File: src/rtl/reel_spin_ctrl.sv
// Slot-machine reel controller: free-running symbol counters, one reel frozen per debounced press.
// Press acts two edges after stop_n is first sampled low; result_valid pulses once on DONE entry.
module reel_spin_ctrl #(
   parameter int NUM_REELS = 3,
   parameter int SYM_W     = 4,
   parameter int LOCKOUT   = 500000
) (
   input  logic                         CLOCK_50,
   input  logic                         reset,
   input  logic                         stop_n,
   output logic [NUM_REELS*SYM_W-1:0]   reels,
   output logic [NUM_REELS-1:0]         stopped,
   output logic                         busy,
   output logic                         done,
   output logic                         result_valid,
   output logic                         all_match,
   output logic                         pair_match
);

   localparam int NR_W = (NUM_REELS > 2) ? $clog2(NUM_REELS) : 1;
   localparam int LK_W = (LOCKOUT > 1) ? $clog2(LOCKOUT) : 1;
   localparam logic [NR_W-1:0] LAST = NR_W'(NUM_REELS - 1);

   typedef enum logic [1:0] {IDLE, SPIN, DONE} state_t;

   state_t            state;
   logic [NR_W-1:0]   next_reel;
   logic              s0, s1, s_prev;
   logic [LK_W-1:0]   lock_cnt;
   logic              press;
   logic [SYM_W-1:0]  cnt [NUM_REELS];
   logic [SYM_W-1:0]  lat [NUM_REELS];
   logic [SYM_W-1:0]  fin [NUM_REELS];
   logic              fin_all, fin_pair;

   assign press = s_prev & ~s1 & (lock_cnt == '0);

   always_ff @(posedge CLOCK_50) begin
      if (reset) begin
         s0       <= 1'b1;
         s1       <= 1'b1;
         s_prev   <= 1'b1;
         lock_cnt <= '0;
      end else begin
         s0     <= stop_n;
         s1     <= s0;
         s_prev <= s1;
         if (press)
            lock_cnt <= LK_W'(LOCKOUT - 1);
         else if (lock_cnt != '0)
            lock_cnt <= lock_cnt - LK_W'(1);
      end
   end

   // Odd step per reel guarantees every reel cycles through all 2^SYM_W symbols.
   always_ff @(posedge CLOCK_50) begin
      for (int r = 0; r < NUM_REELS; r++) begin
         if (reset)
            cnt[r] <= '0;
         else
            cnt[r] <= cnt[r] + SYM_W'(2*r + 1);
      end
   end

   // Latched set as it will look after the current press, so match flags land with DONE.
   always_comb begin
      for (int r = 0; r < NUM_REELS; r++)
         fin[r] = lat[r];
      fin[next_reel] = cnt[next_reel];
      fin_all  = 1'b1;
      fin_pair = 1'b0;
      for (int i = 1; i < NUM_REELS; i++)
         if (fin[i] != fin[0])
            fin_all = 1'b0;
      for (int i = 0; i < NUM_REELS; i++)
         for (int j = i + 1; j < NUM_REELS; j++)
            if (fin[i] == fin[j])
               fin_pair = 1'b1;
   end

   always_comb begin
      reels = '0;
      for (int r = 0; r < NUM_REELS; r++)
         if (state != IDLE)
            reels[r*SYM_W +: SYM_W] = stopped[r] ? lat[r] : cnt[r];
   end

   always_ff @(posedge CLOCK_50) begin
      if (reset) begin
         state        <= IDLE;
         next_reel    <= LAST;
         stopped      <= '0;
         busy         <= 1'b0;
         done         <= 1'b0;
         result_valid <= 1'b0;
         all_match    <= 1'b0;
         pair_match   <= 1'b0;
         for (int r = 0; r < NUM_REELS; r++)
            lat[r] <= '0;
      end else begin
         result_valid <= 1'b0;
         case (state)
            IDLE: if (press) begin
               state     <= SPIN;
               busy      <= 1'b1;
               next_reel <= LAST;
            end
            SPIN: if (press) begin
               lat[next_reel]     <= cnt[next_reel];
               stopped[next_reel] <= 1'b1;
               if (next_reel == '0) begin
                  state        <= DONE;
                  busy         <= 1'b0;
                  done         <= 1'b1;
                  result_valid <= 1'b1;
                  all_match    <= fin_all;
                  pair_match   <= fin_pair;
               end else begin
                  next_reel <= next_reel - NR_W'(1);
               end
            end
            DONE: if (press) begin
               state      <= IDLE;
               done       <= 1'b0;
               stopped    <= '0;
               all_match  <= 1'b0;
               pair_match <= 1'b0;
               for (int r = 0; r < NUM_REELS; r++)
                  lat[r] <= '0;
            end
            default: state <= IDLE;
         endcase
      end
   end

endmodule

File: config.mk
export PLATFORM = sky130hd
export DESIGN_NAME = reel_spin_ctrl
export DESIGN_NICKNAME = d
export VERILOG_FILES = /design/src/rtl/reel_spin_ctrl.sv
export SDC_FILE = /design/constraint.sdc
export NUM_CORES = 1
export LEC_CHECK = 0
export CORE_ASPECT_RATIO = 1.4
export CORE_UTILIZATION = 44
export DETAILED_ROUTE_END_ITERATION = 6
export HOLD_SLACK_MARGIN = 0.05
export PLACE_DENSITY = 0.68
export SYNTH_ARGS = -nofsm -noshare
export SYNTH_HDL_FRONTEND = slang
export SYNTH_SLANG_ARGS = --single-unit
export TNS_END_PERCENT = 10
File: constraint.sdc
create_clock -name CLOCK_50 -period 4.3 [get_ports CLOCK_50]
set_clock_uncertainty 0.05 [all_clocks]
set_input_delay 0.645 -clock CLOCK_50 [delete_from_list [all_inputs] [get_ports CLOCK_50]]
set_output_delay 0.645 -clock CLOCK_50 [all_outputs]
set_load 0.005 [all_outputs]
==> out/summary.log <==
qor: logic_synthesis.syn-cell-area 0.00352 mm^2
qor: critical_path.rr_endpoint pair_match$_SDFFE_PP0P_
qor: logic_synthesis.ys_seq_elements 60
qor: placement.portBuffers 22
qor: route.initial_detailed_routing_violation_count 140
qor: power.max-vdd-ir-drop 0.429 mV
qor: power.pwr-share-clk 26.1%
qor: route.postRouteWirelength 8.16 mm
qor: hold_path.timing.hold.worst.start s0$_SDFF_PP1_
qor: route.vias_per_cell 5.64
qor: placement.gp_routability_congestion 0.958
qor: die.initial_utilization 45.4%
qor: layout.layout_area_growth_over_synthesis 11.7%
qor: logic_synthesis.yosys.cell_count.top_type sky130_fd_sc_hd__nor2_1
qor: logic_synthesis.syn_nets 416
qor: logic_synthesis.yosysWarnings 0
qor: sta.timing.max_slew.rel_slack 45.6%
qor: sta.slew_at_the_pin_closest_to_its_max_slew_limit 809 ps
qor: clock_tree.cts-root-buf sky130_fd_sc_hd__clkbuf_8
qor: outcome.outcome finished, final reports clean
qor: route.drc_errors 0
qor: clock_tree.cts_repair_resize_count 0
qor: global_route.initial_antenna_violation_count 0
qor: sta.rsz0062_at_grt no
qor: die.io_pins 23
qor: power.power.share.switching 36.0%
qor: critical_path.endpoint_kind flip-flop
qor: critical_path.r2r_slack 1710 ps
qor: critical_path.critical_path.cell_chain clkinv_1 > mux2_2 > o21ai_0 > xnor2_1 > o2111ai_1 > nand4_1 > a22o_1
qor: die.placement_rows 38
qor: global_route.grt_max_degree 43
qor: global_route.globalRouteOverflowTotal 0
qor: layout.drive_gt1_share 7.02%
qor: clock_tree.insertion_delay 350 ps
qor: clock_tree.cts_hold_repair.buffers 0
qor: layout.antenna_cells_inserted 0
qor: power.power.switching 0.719 mW
qor: critical_path.worst-endpoint-arrival 2780 ps
qor: hold_path.min_path_cells 1
qor: route.drt-pass1-iter-count 4
qor: logic_synthesis.synth_enable_flop_cells 12
qor: route.route.vias.total 2891
qor: die.area_enclosed_by_the_die_boundary 0.00836 mm^2
qor: logic_synthesis.yosys-top-cells-area sky130_fd_sc_hd__dfxtp_1 (27%), sky130_fd_sc_hd__edfxtp_1 (10%), sky130_fd_sc_hd__nor2_1 (6.8%), sky130_fd_sc_hd__xor2_1 (5.5%), sky130_fd_sc_hd__xnor2_1 (5.2%)
qor: clock_tree.clock_path_buffers 2
qor: sta.min_period_over_period 60.3%
qor: global_route.grt_pass1_wl 13.5 mm
qor: route.wl_per_cell 15.9 um
qor: critical_path.reg2reg_depth 7
qor: global_route.number_of_global_route_vias_before_repair 2769
qor: die.core_region 0.00775 mm^2
qor: placement.post-dp-hpwl 5.97 mm
qor: logic_synthesis.synth.cells.most_frequent sky130_fd_sc_hd__nor2_1 (64), sky130_fd_sc_hd__dfxtp_1 (48), sky130_fd_sc_hd__clkbuf_1 (26), sky130_fd_sc_hd__xor2_1 (22)
qor: sta.report.final.setup_viol 0
qor: route.drt.antenna.violating_nets 0
qor: hold_path.worstHoldEndpoint s1$_SDFF_PP1_
qor: sta.slew_violations 0
qor: sta.fmaxAchievable 386 MHz
qor: critical_path.crit_required 4490 ps
qor: clock_tree.clock_tree.htree_level_count 3
qor: clock_tree.post-cts-setup-buffers 0
qor: hold_path.path_class_of_the_lowest_slack_min_delay_path flip-flop to flip-flop
qor: sta.final_hold_viol_count 0
qor: logic_synthesis.synth_cell_type_count 62
qor: logic_synthesis.post_synthesis_cell_count 405
qor: critical_path.crit_path_max_fanout 19
qor: power.seq_power_share 39.4%
qor: clock_tree.tritoncts.num_buffers 9
qor: critical_path.cp_num_buf_inv 1
qor: power.power.density_cell_area 508 mW/mm^2
qor: clock_tree.cts_tree yes
qor: global_route.grt_util_all_layers 21.1%
qor: clock_tree.cts.sink_count 60
qor: job.max_cap_violations 0
qor: power.power.static_leakage 1.40 nW
qor: clock_tree.clkTransAtPathRegs 60 ps
qor: critical_path.critPathKind flip-flop to flip-flop
qor: layout.final_net_count 419
qor: critical_path.crit_path_max_incr_delay 680 ps
qor: logic_synthesis.yosys.area.top_type sky130_fd_sc_hd__dfxtp_1
qor: critical_path.critical-path-slowest-cell sky130_fd_sc_hd__dfxtp_1
qor: sta.timing.final.crit_period 2590 ps
qor: die.die_width 77.6 um
qor: sta.tns 0 ps
qor: die.chipHeight 108 um
qor: critical_path.cpLargestDelayFamily compound AO/OA/AOI/OAI gates
qor: layout.final_core_util 50.7%
qor: logic_synthesis.dominantRegCellSynth sky130_fd_sc_hd__dfxtp_1
qor: logic_synthesis.post-synth-top-area-fraction 27.3%
qor: logic_synthesis.post_synth.cell_area_avg 8.69 um^2
qor: logic_synthesis.synth_sequential_area_ratio 37.6%
qor: power.p_int 1.28 mW
qor: critical_path.startpoint_type flip-flop
qor: power.combinational_group_share_of_total_power 34.5%
qor: logic_synthesis.share_of_flip_flops_with_an_asynchronous_set_or_reset 0%
[registers in the layout (all words and copies together) (netlist names), 2 cells and up, named ones only]
signal / flops
cnt: 12
state: 2
lock_cnt: 19
lat: 12
next_reel: 2
stopped: 3
[kinds of logic (layout without fill, tap and decap cells)]
kind of cell             Yosys count  in the layout  share of synthesized area, %
buffers and inverters             53             61                          6.44
AO/OA/AOI/OAI                     80             80                          16.0
AND/OR/NAND/NOR                  140            140                          20.2
flip-flops                        60             60                          37.6
multiplexers                      21             21                          6.22
adder cells (fa/ha/maj)            8              8                          2.85
XOR/XNOR                          43             43                          10.7
[layer usage]
metal | track usage (%) | routed length (um) | share of wire [%] | vias to the layer above
li1 | - | - | - | 1437
met5 | 0 | 0 | 0 | -
met1 | 22.3 | 3290 | 40 | 1354
met2 | 37.6 | 4270 | 52 | 71
met3 | 5.08 | 302 | 3.7 | 29
met4 | 12.8 | 303 | 3.7 | 0
[worst max path at each step]
stage	depth (start not counted)	end	start
4_1_cts	3	reels[4]	state[1]$_SDFFE_PP0P_
3_5_place_dp	8	lat[0][1]$_SDFFCE_PN0P_	lock_cnt[0]$_SDFFE_PP0P_
5_1_grt	8	all_match$_SDFFE_PP0P_	lock_cnt[0]$_SDFFE_PP0P_
3_3_place_gp	8	all_match$_SDFFE_PP0P_	lock_cnt[0]$_SDFFE_PP0P_
2_1_floorplan	10	lock_cnt[17]$_SDFFE_PP0P_	lock_cnt[3]$_SDFFE_PP0P_
6_report	7	pair_match$_SDFFE_PP0P_	flip-flop
[per-stage QoR]
step / power (mW) / cells / worst slack [ps] / instance area, um^2 / hold WS [ps]
4_1_cts: 2.01 / 513 / 1680 / 3930 / 383
2_1_floorplan: 1.39 / 405 / 2000 / 3520 / 339
5_1_grt: 2.14 / 513 / 1420 / 3930 / 393
3_5_place_dp: 1.48 / 497 / 1730 / 3730 / 359
6_report: 2.00 / 513 / 1710 / 3930 / 377
3_3_place_gp: 1.46 / 497 / 1770 / 3730 / 353
[power by group through the flow]
stage,Combinational [mW],Sequential (mW),Clock (mW)
after detailed placement,0.686,0.796,0
after CTS,0.691,0.786,0.533
after global placement,0.668,0.795,0
after global routing,0.784,0.801,0.551
final,0.689,0.787,0.521
after floorplan,0.631,0.760,0
[cell type report]
type	count	area (um^2)
fillers	739	3820
multi-input cells	292	1970
flip-flops and latches	60	1320
repair buffers	23	228
clock buffers	13	160
well taps	100	125
inverters	22	82.6
clock inverters	3	43.8
[cells in the final DEF (no fill, tap or decap), types with 4 or more instances in the layout]
master                             n
sky130_fd_sc_hd__nor2_1           64
sky130_fd_sc_hd__dfxtp_1          48
sky130_fd_sc_hd__xor2_1           22
sky130_fd_sc_hd__clkdlybuf4s50_1  22
sky130_fd_sc_hd__inv_1            21
sky130_fd_sc_hd__xnor2_1          21
sky130_fd_sc_hd__a21oi_1          18
sky130_fd_sc_hd__mux2i_1          16
sky130_fd_sc_hd__nand2_1          14
sky130_fd_sc_hd__o21ai_0          12
sky130_fd_sc_hd__edfxtp_1         12
sky130_fd_sc_hd__nor3_1            9
sky130_fd_sc_hd__clkbuf_8          9
sky130_fd_sc_hd__nor2b_1           8
sky130_fd_sc_hd__ha_1              8
sky130_fd_sc_hd__nand2b_1          7
sky130_fd_sc_hd__nand3_1           7
sky130_fd_sc_hd__a211oi_1          7
sky130_fd_sc_hd__nand4_1           7
sky130_fd_sc_hd__or4_1             4
sky130_fd_sc_hd__nor4_1            4
sky130_fd_sc_hd__o32ai_1           4
sky130_fd_sc_hd__a31oi_1           4
sky130_fd_sc_hd__a22o_1            4
Power figures use the tool's default switching activity.
